$ cat src/rtl/register_file_sb.sv
// Parametrised register file with write-to-read bypass, optional hardwired zero
// register, registered debug port and a per-register busy scoreboard for issue.
module register_file_sb #(
  parameter int unsigned DATA_WIDTH = 32,
  parameter int unsigned ADDR_WIDTH = 5,
  parameter bit          ZERO_REG   = 1'b1
) (
  input  logic                  clock,
  input  logic                  reset,
  input  logic [ADDR_WIDTH-1:0] read_address_1,
  input  logic [ADDR_WIDTH-1:0] read_address_2,
  input  logic                  read_use_1,
  input  logic                  read_use_2,
  output logic [DATA_WIDTH-1:0] data_out_1,
  output logic [DATA_WIDTH-1:0] data_out_2,
  input  logic                  write_enable,
  input  logic [ADDR_WIDTH-1:0] write_address,
  input  logic [DATA_WIDTH-1:0] write_data_in,
  input  logic                  issue_valid,
  input  logic                  issue_dest_valid,
  input  logic [ADDR_WIDTH-1:0] issue_dest,
  output logic                  stall,
  output logic [ADDR_WIDTH:0]   pending_count,
  input  logic [ADDR_WIDTH-1:0] read_address_debug,
  output logic [DATA_WIDTH-1:0] data_out_debug
);

  localparam int unsigned DEPTH = 2 ** ADDR_WIDTH;
  localparam int unsigned CNT_W = ADDR_WIDTH + 1;

  logic [DATA_WIDTH-1:0] registers [DEPTH];
  logic [DEPTH-1:0]      busy;
  logic [DEPTH-1:0]      busy_next;
  logic [CNT_W-1:0]      pending_next;

  logic wr_commit;
  logic write_hit_1;
  logic write_hit_2;
  logic write_hit_dest;
  logic eff_busy_1;
  logic eff_busy_2;
  logic eff_busy_dest;
  logic set_fire;

  function automatic logic is_zero(input logic [ADDR_WIDTH-1:0] addr);
    return ZERO_REG && (addr == '0);
  endfunction

  // Read ports with same-cycle writeback bypass.
  always_comb begin
    wr_commit      = write_enable & ~is_zero(write_address);
    write_hit_1    = write_enable && (write_address == read_address_1);
    write_hit_2    = write_enable && (write_address == read_address_2);
    write_hit_dest = write_enable && (write_address == issue_dest);

    if (is_zero(read_address_1)) begin
      data_out_1 = '0;
    end else if (write_hit_1) begin
      data_out_1 = write_data_in;
    end else begin
      data_out_1 = registers[read_address_1];
    end

    if (is_zero(read_address_2)) begin
      data_out_2 = '0;
    end else if (write_hit_2) begin
      data_out_2 = write_data_in;
    end else begin
      data_out_2 = registers[read_address_2];
    end
  end

  // Hazard detection: an in-flight writeback hides the busy bit it clears.
  always_comb begin
    eff_busy_1    = busy[read_address_1] & ~write_hit_1;
    eff_busy_2    = busy[read_address_2] & ~write_hit_2;
    eff_busy_dest = busy[issue_dest] & ~write_hit_dest;
    stall         = issue_valid & ((read_use_1 & eff_busy_1) |
                                   (read_use_2 & eff_busy_2) |
                                   (issue_dest_valid & eff_busy_dest));
    set_fire      = issue_valid & issue_dest_valid & ~stall & ~is_zero(issue_dest);
  end

  // Scoreboard next state; a new producer's set overrides the old writeback's clear.
  always_comb begin
    busy_next = busy;
    if (write_enable) begin
      busy_next[write_address] = 1'b0;
    end
    if (set_fire) begin
      busy_next[issue_dest] = 1'b1;
    end
    pending_next = '0;
    for (int unsigned i = 0; i < DEPTH; i++) begin
      pending_next = pending_next + CNT_W'(busy_next[i]);
    end
  end

  always_ff @(posedge clock) begin
    if (!reset) begin
      for (int unsigned i = 0; i < DEPTH; i++) begin
        registers[i] <= '0;
      end
      busy           <= '0;
      pending_count  <= '0;
      data_out_debug <= '0;
    end else begin
      if (wr_commit) begin
        registers[write_address] <= write_data_in;
      end
      busy           <= busy_next;
      pending_count  <= pending_next;
      data_out_debug <= registers[read_address_debug];
    end
  end

endmodule

$ cat config.mk
export PLATFORM = sky130hd
export DESIGN_NAME = register_file_sb
export DESIGN_NICKNAME = d
export VERILOG_FILES = /design/src/rtl/register_file_sb.sv
export SDC_FILE = /design/constraint.sdc
export NUM_CORES = 2
export LEC_CHECK = 0
export ABC_AREA = 0
export CAP_MARGIN = 20
export CORE_UTILIZATION = 55
export CTS_BUF_LIST = sky130_fd_sc_hd__clkbuf_8
export CTS_CLUSTER_SIZE = 14
export DETAILED_ROUTE_END_ITERATION = 10
export MAX_ROUTING_LAYER = met4
export PLACE_DENSITY = 0.77
export SYNTH_ARGS = -nofsm -noshare
export SYNTH_HDL_FRONTEND = slang
export SYNTH_SLANG_ARGS = --single-unit
$ cat constraint.sdc
create_clock -name clock -period 9.6 [get_ports clock]
set_input_delay 1.92 -clock clock [delete_from_list [all_inputs] [get_ports clock]]
set_output_delay 1.92 -clock clock [all_outputs]
set_load 0.1 [all_outputs]
Word-level counts from Yosys, hierarchy flattened:

Memory sizes are Yosys's and may differ from the RTL's. A register that Yosys moved wholly into a read port is not among the register bits.
Cells that the tools add are included.

* bits in writable memories: 1024
* bits in registers: 38
* output and inout bits: 103
* memories kept: 1
* bits of input ports: 64

Memories
* registers: words 32, width 32, read ports 3, clocked after memory_dff 1, write ports 32, line 31 `logic [DATA_WIDTH-1:0] registers [DEPTH];`

* bitwise operators: 22
* eq/ne operators: 3
* multiplexer cells: 23
* order comparisons: 6
* add/subtract/negate cells: 31
* reduce and logical (&&, ||, !) cells: 11

Operators with widths (count)
* 32-bit two-way mux: 7
* 6-bit by 1-bit adder with 6-bit output: 26
* 32-bit AND: 1
* 32-bit NOT: 1
* 32-bit OR: 1
* 32-bit OR reduction: 1
* 5-bit by 6-bit less-than comparator with 1-bit output (second input constant): 4
* 5-bit logical NOT: 4
* 1-bit binary-select mux with 5-bit select: 3
* 5-bit == test: 3
* 1-bit AND: 11
* 1-bit demux with 5-bit select: 2
* 5-bit by 1-bit greater-or-equal comparator with 1-bit output (second input constant): 2
* 1-bit two-way mux: 10
* 5-bit by 1-bit adder with 6-bit output: 1
* 1-bit NOT: 6
* 4-bit by 1-bit adder with 5-bit output: 1
* 1-bit logical AND: 5
* 5-bit two-way mux: 1
* 3-bit by 1-bit adder with 4-bit output: 1
* 2-bit by 1-bit adder with 3-bit output: 1
* 1-bit by 1-bit adder with 2-bit output: 1
* 1-bit OR: 2
* 1-bit logical NOT: 1

Logic depth before layout (Yosys ltp):

* depth after elaboration: 43
* depth in mapped cells: 27
* depth with buffers taken out: 23

Least setup slack after synthesis:

OpenSTA, ideal clock, no wires.

* path kind: input to register
* start: input port read_address_2[0]
* end: register pending_count[4]
* slack: 1.437 ns
* path buffers: 3
* data required time: 9.472 ns
* stages on the path: 24
* data arrival time: 8.035 ns
* path through: buf_4 mux4_2 nor2b_1 a2111oi_0 a311o_2 and4_1 buf_6 buf_4 a31oi_1 fa_1 inv_1 fa_1 inv_1 fa_1 inv_1 fa_1 fa_1 fa_1 ha_1 fa_1 a21o_1 a21oi_1 xor2_1 nor2_1

* word-level cells in the longest chain between the ends: 43
* elaborated cells between the ends (all ways): 45
* those cells by class: 31 x add/sub; 1 x eq/ne; 3 x mux; 9 x bitwise; 1 x reduce/logical

Ends and longest elaborated chain
* from (decl): line 11 `input logic [ADDR_WIDTH-1:0] read_address_2,`
* parallel branches: the longest is 3 deep, another holds 1-bit binary-select mux with 5-bit select
* 1-bit AND *: line 76 `eff_busy_2 = busy[read_address_2] & ~write_hit_2;`
* 1-bit AND *: line 79 `(read_use_2 & eff_busy_2) |`
* 1-bit OR *: line 78 `stall = issue_valid & ((read_use_1 & eff_busy_1) |`
* 1-bit OR *: line 79
* 1-bit AND *: line 78
* 1-bit NOT *: line 81 `set_fire = issue_valid & issue_dest_valid & ~stall & ~is_zero(issue_dest);`
* 1-bit AND * (2 in a row): line 81
* 32-bit two-way mux *: line 90 `if (set_fire) begin`
* 1-bit by 1-bit adder with 2-bit output: line 95 `pending_next = pending_next + CNT_W'(busy_next[i]);`
* 2-bit by 1-bit adder with 3-bit output: line 95
* 3-bit by 1-bit adder with 4-bit output: line 95
* 4-bit by 1-bit adder with 5-bit output: line 95
* 5-bit by 1-bit adder with 6-bit output: line 95
* 6-bit by 1-bit adder with 6-bit output (25 in a row): line 95
* 6-bit by 1-bit adder with 6-bit output *: line 95
* to (signal assigned): line 112 `pending_count <= pending_next;`
* to (decl): line 23 `output logic [ADDR_WIDTH:0] pending_count,`

Every way passes the cells marked *. The select of a mux whose other input is x is not followed.
A chain may end at the register's enable or synchronous reset.

Worst setup path in the final report:

* start: input port read_address_2[2]
* end: output port data_out_2[9]

* word-level cells in the longest chain between the ends: 4
* elaborated cells between the ends (all ways): 6
* those cells by class: 1 x eq/ne; 2 x mux; 2 x reduce/logical; 1 x memory

Ends and longest elaborated chain
* parallel branches: the longest is 3 deep, another holds memory 32 x 32 bit
* 32-bit two-way mux *: line 64 `if (is_zero(read_address_2)) begin`
* to (decl): line 15 `output logic [DATA_WIDTH-1:0] data_out_2,`

Every way passes the cells marked *.

==> results.json <==
{
  "final_core_util_pct": 61.2,
  "io_buffers": 166,
  "r2r-end": "pending_count[4]",
  "finalWirelength_um": 238000,
  "antenna_left": 0,
  "synth_largest_area_cell": "edfxtp_1",
  "comb_power_share_pct": 20.6,
  "pwr-share-seq_pct": 45.8,
  "synth_seq_area_share_pct": 47.7,
  "holdCritStartpoint": "busy[2]",
  "switching_share_pct": 31.1,
  "synth_ff_type": "edfxtp_1",
  "cts_setup_buffers": 0,
  "core_area_um2": 122000,
  "rsz0062_at_grt": "no",
  "track_usage_pct": 39.7,
  "design.die.area_um2": 124000,
  "synth_edf_count": 1024,
  "power_mw": 12.4,
  "cts_made_buffers": 187,
  "synthesis.area_um2": 67400,
  "hold_end": "busy[2]",
  "fin_crit_ns": 8.76,
  "hold_depth": 2,
  "worstSetupEndpointType": "output pin",
  "drc": 0,
  "start_kind": "input port",
  "dr_total_vias": 46200,
  "cts_tree": "yes",
  "grt_pass1_wl_um": 334000,
  "dp_hpwl_um": 136000,
  "routedWlPerCell_um": 38.5,
  "fin_crit_sh_pct": 91.3,
  "syn_avg_cell_area_um2": 15.6,
  "die_x_um": 352,
  "reg2reg_slack_ns": 2.53,
  "synth_most_common_cell": "edfxtp_1",
  "final_layout_size_suffix_gt1_share_pct": 32.9,
  "p_sw_mw": 3.85,
  "crit_path_max_fanout": 54,
  "status": "completed",
  "clk_latency_ns": 0.92,
  "max_freq_mhz": 114,
  "cp.required_ns": 7.68,
  "place_congestion": 0.951,
  "r2r_start": "busy[9]",
  "nets": 4451,
  "die_h_um": 352,
  "clkPwrFrac_pct": 33.6,
  "fin_area_um2": 74500,
  "area_delta_synth_final_pct": 10.6,
  "cap_violations": 0,
  "intPower_mw": 8.53,
  "synthCells": 4323,
  "start_util_pct": 55.4,
  "antenna_found_initial": 29,
  "async_flop_share_pct": 0,
  "reg2reg_depth": 22,
  "ir_drop_mv": 0.145,
  "vias_per_cell": 7.47,
  "fin_setup_tns_ns": 0,
  "row_count": 128,
  "powerDensity_nw_per_um2": 166,
  "clk_pin_slew_ns": 0.05,
  "yosys-top-cells-count": "edfxtp_1 (1024), and2_1 (999), mux4_2 (930), clkbuf_1 (349), mux2i_1 (164)",
  "ios": 167,
  "hold_viol": 0,
  "worst-setup-path-type": "input port to output pin",
  "holdWs_ns": 0.584,
  "nFillCells": 8851,
  "p_leak_nw": 25.5,
  "drtIter0Drc": 8872,
  "hold_path.class": "flip-flop to flip-flop",
  "numClockSinks": 1094,
  "slew_headroom_pct": 7.08,
  "grt_pass1_vias": 45200,
  "clk_path_buf_depth": 3,
  "htreeDepth": 4,
  "drv_slew": 0,
  "cts_resized": 0,
  "ys_types": 52,
  "synth-seq-cells": 1094,
  "yosysTopAreaCellShare_pct": 45.6,
  "ctsHoldBuffers": 0,
  "finalSetupViolCount": 0,
  "synth.area.top_cells": "edfxtp_1 (46%), mux4_2 (31%), and2_1 (9.3%)",
  "placed_cell_area_um2": 70600,
  "worstMarginPinSlew_ns": 1.39,
  "drt_first_pass_iters": 6,
  "ctsRootBufferMaster": "clkbuf_8",
  "grt_max_degree": 127,
  "skew_ns": 0.0664,
  "crit_arrival_ns": 6.84,
  "ys.warnings.count": 0,
  "overflow": 0
}
-- cells in the final DEF, fill, tap and decap left out, drive strengths merged, types with 24 or more instances in the layout --
| cell type | netlist | layout |
|---|---|---|
| a211oi | 110 | 110 |
| a21oi | 33 | 33 |
| a32o | 27 | 27 |
| and2 | 999 | 999 |
| buf | 161 | 217 |
| clkbuf | 349 | 199 |
| clkdlybuf4s50 | 0 | 100 |
| clkinv | 1 | 90 |
| conb | 1 | 32 |
| dfxtp | 70 | 70 |
| diode | 0 | 45 |
| edfxtp | 1024 | 1024 |
| fa | 24 | 24 |
| inv | 31 | 85 |
| mux2i | 164 | 164 |
| mux4 | 930 | 930 |
| nor2 | 138 | 138 |
| nor2b | 40 | 40 |
| o21ai | 35 | 35 |
-- flip-flops by register name, summed over array words and instances, names as in the netlist --
signal          flops
data_out_debug     32
busy               32
pending_count       6
registers        1024
-- worst max-delay path, stage by stage --
cell and delay, ns:
clkbuf_8 0.27, buf_4 0.88, buf_4 0.92, mux4_2 0.38
mux2i_1 0.09, a21oi_1 0.21, mux2i_1 0.11, a211oi_1 0.63
clkdlybuf4s50_1 1.34
-- how the worst max path moves through the flow --
| stage | startpoint | to | slack [ns] | cells past startpoint |
|---|---|---|---|---|
| after floorplan | read_address_2[0] | pending_count[4] | 1.44 | 24 |
| after global placement | issue_dest[2] | pending_count[4] | 0.41 | 24 |
| after detailed placement | issue_dest[4] | pending_count[4] | 0.42 | 22 |
| after CTS | read_address_2[0] | data_out_2[18] | 0.99 | 9 |
| after global routing | read_address_2[2] | data_out_2[9] | 0.85 | 9 |
| final | read_address_2[2] | data_out_2[9] | 0.84 | 9 |
-- power groups by stage --
stage                     combinational [mW]  sequential (mW)  clock (mW)
final                                   2.55             5.67        4.16
after global routing                    2.59             5.70        4.35
after CTS                               2.49             5.66        4.15
after detailed placement                2.48             5.76           0
after global placement                  2.47             5.73           0
after floorplan                         1.63             5.82           0
-- stage by stage --
stage	setup slack [ns]	instances
global route	0.846	6162
CTS	0.994	6130
finish	0.836	6185
global placement	0.415	5781
detailed placement	0.424	5782
floorplan	1.44	4354
-- cell type report --
class	count	area [um2]	share of cell area, %
antenna	45	113	0.151
clock buffer	193	2660	3.56
inverter	32	123	0.165
tap	1625	2030	2.73
multi-input combinational	2718	33600	45.1
clock inverter	155	922	1.24
timing repair buffer	323	2920	3.92
sequential	1094	32200	43.1
-- logic make-up (layout without fill, tap and decap cells) --
group | after synthesis | in the layout | synth area share, %
buffers and inverters | 542 | 703 | 3.46
adders and majority gates | 31 | 31 | 0.843
AOI/OAI and AO/OA | 280 | 280 | 2.97
DFF | 1094 | 1094 | 47.7
muxes | 1106 | 1106 | 33.7
other | 1 | 77 | 0.00557
and+or+nand+nor | 1252 | 1252 | 11.1
xor gates and xnor gates | 17 | 17 | 0.221
-- per-layer routing --
| layer | vias up | routed length, um | GRT usage, % |
|---|---|---|---|
| met2 | 4740 | 105000 | 55.3 |
| met4 | 0 | 16200 | 24.4 |
| li1 | 17300 | - | - |
| met3 | 953 | 40400 | 14.0 |
| met5 | - | 0 | - |
| met1 | 23200 | 77100 | 49.9 |
(Power assumes the default switching activity.)
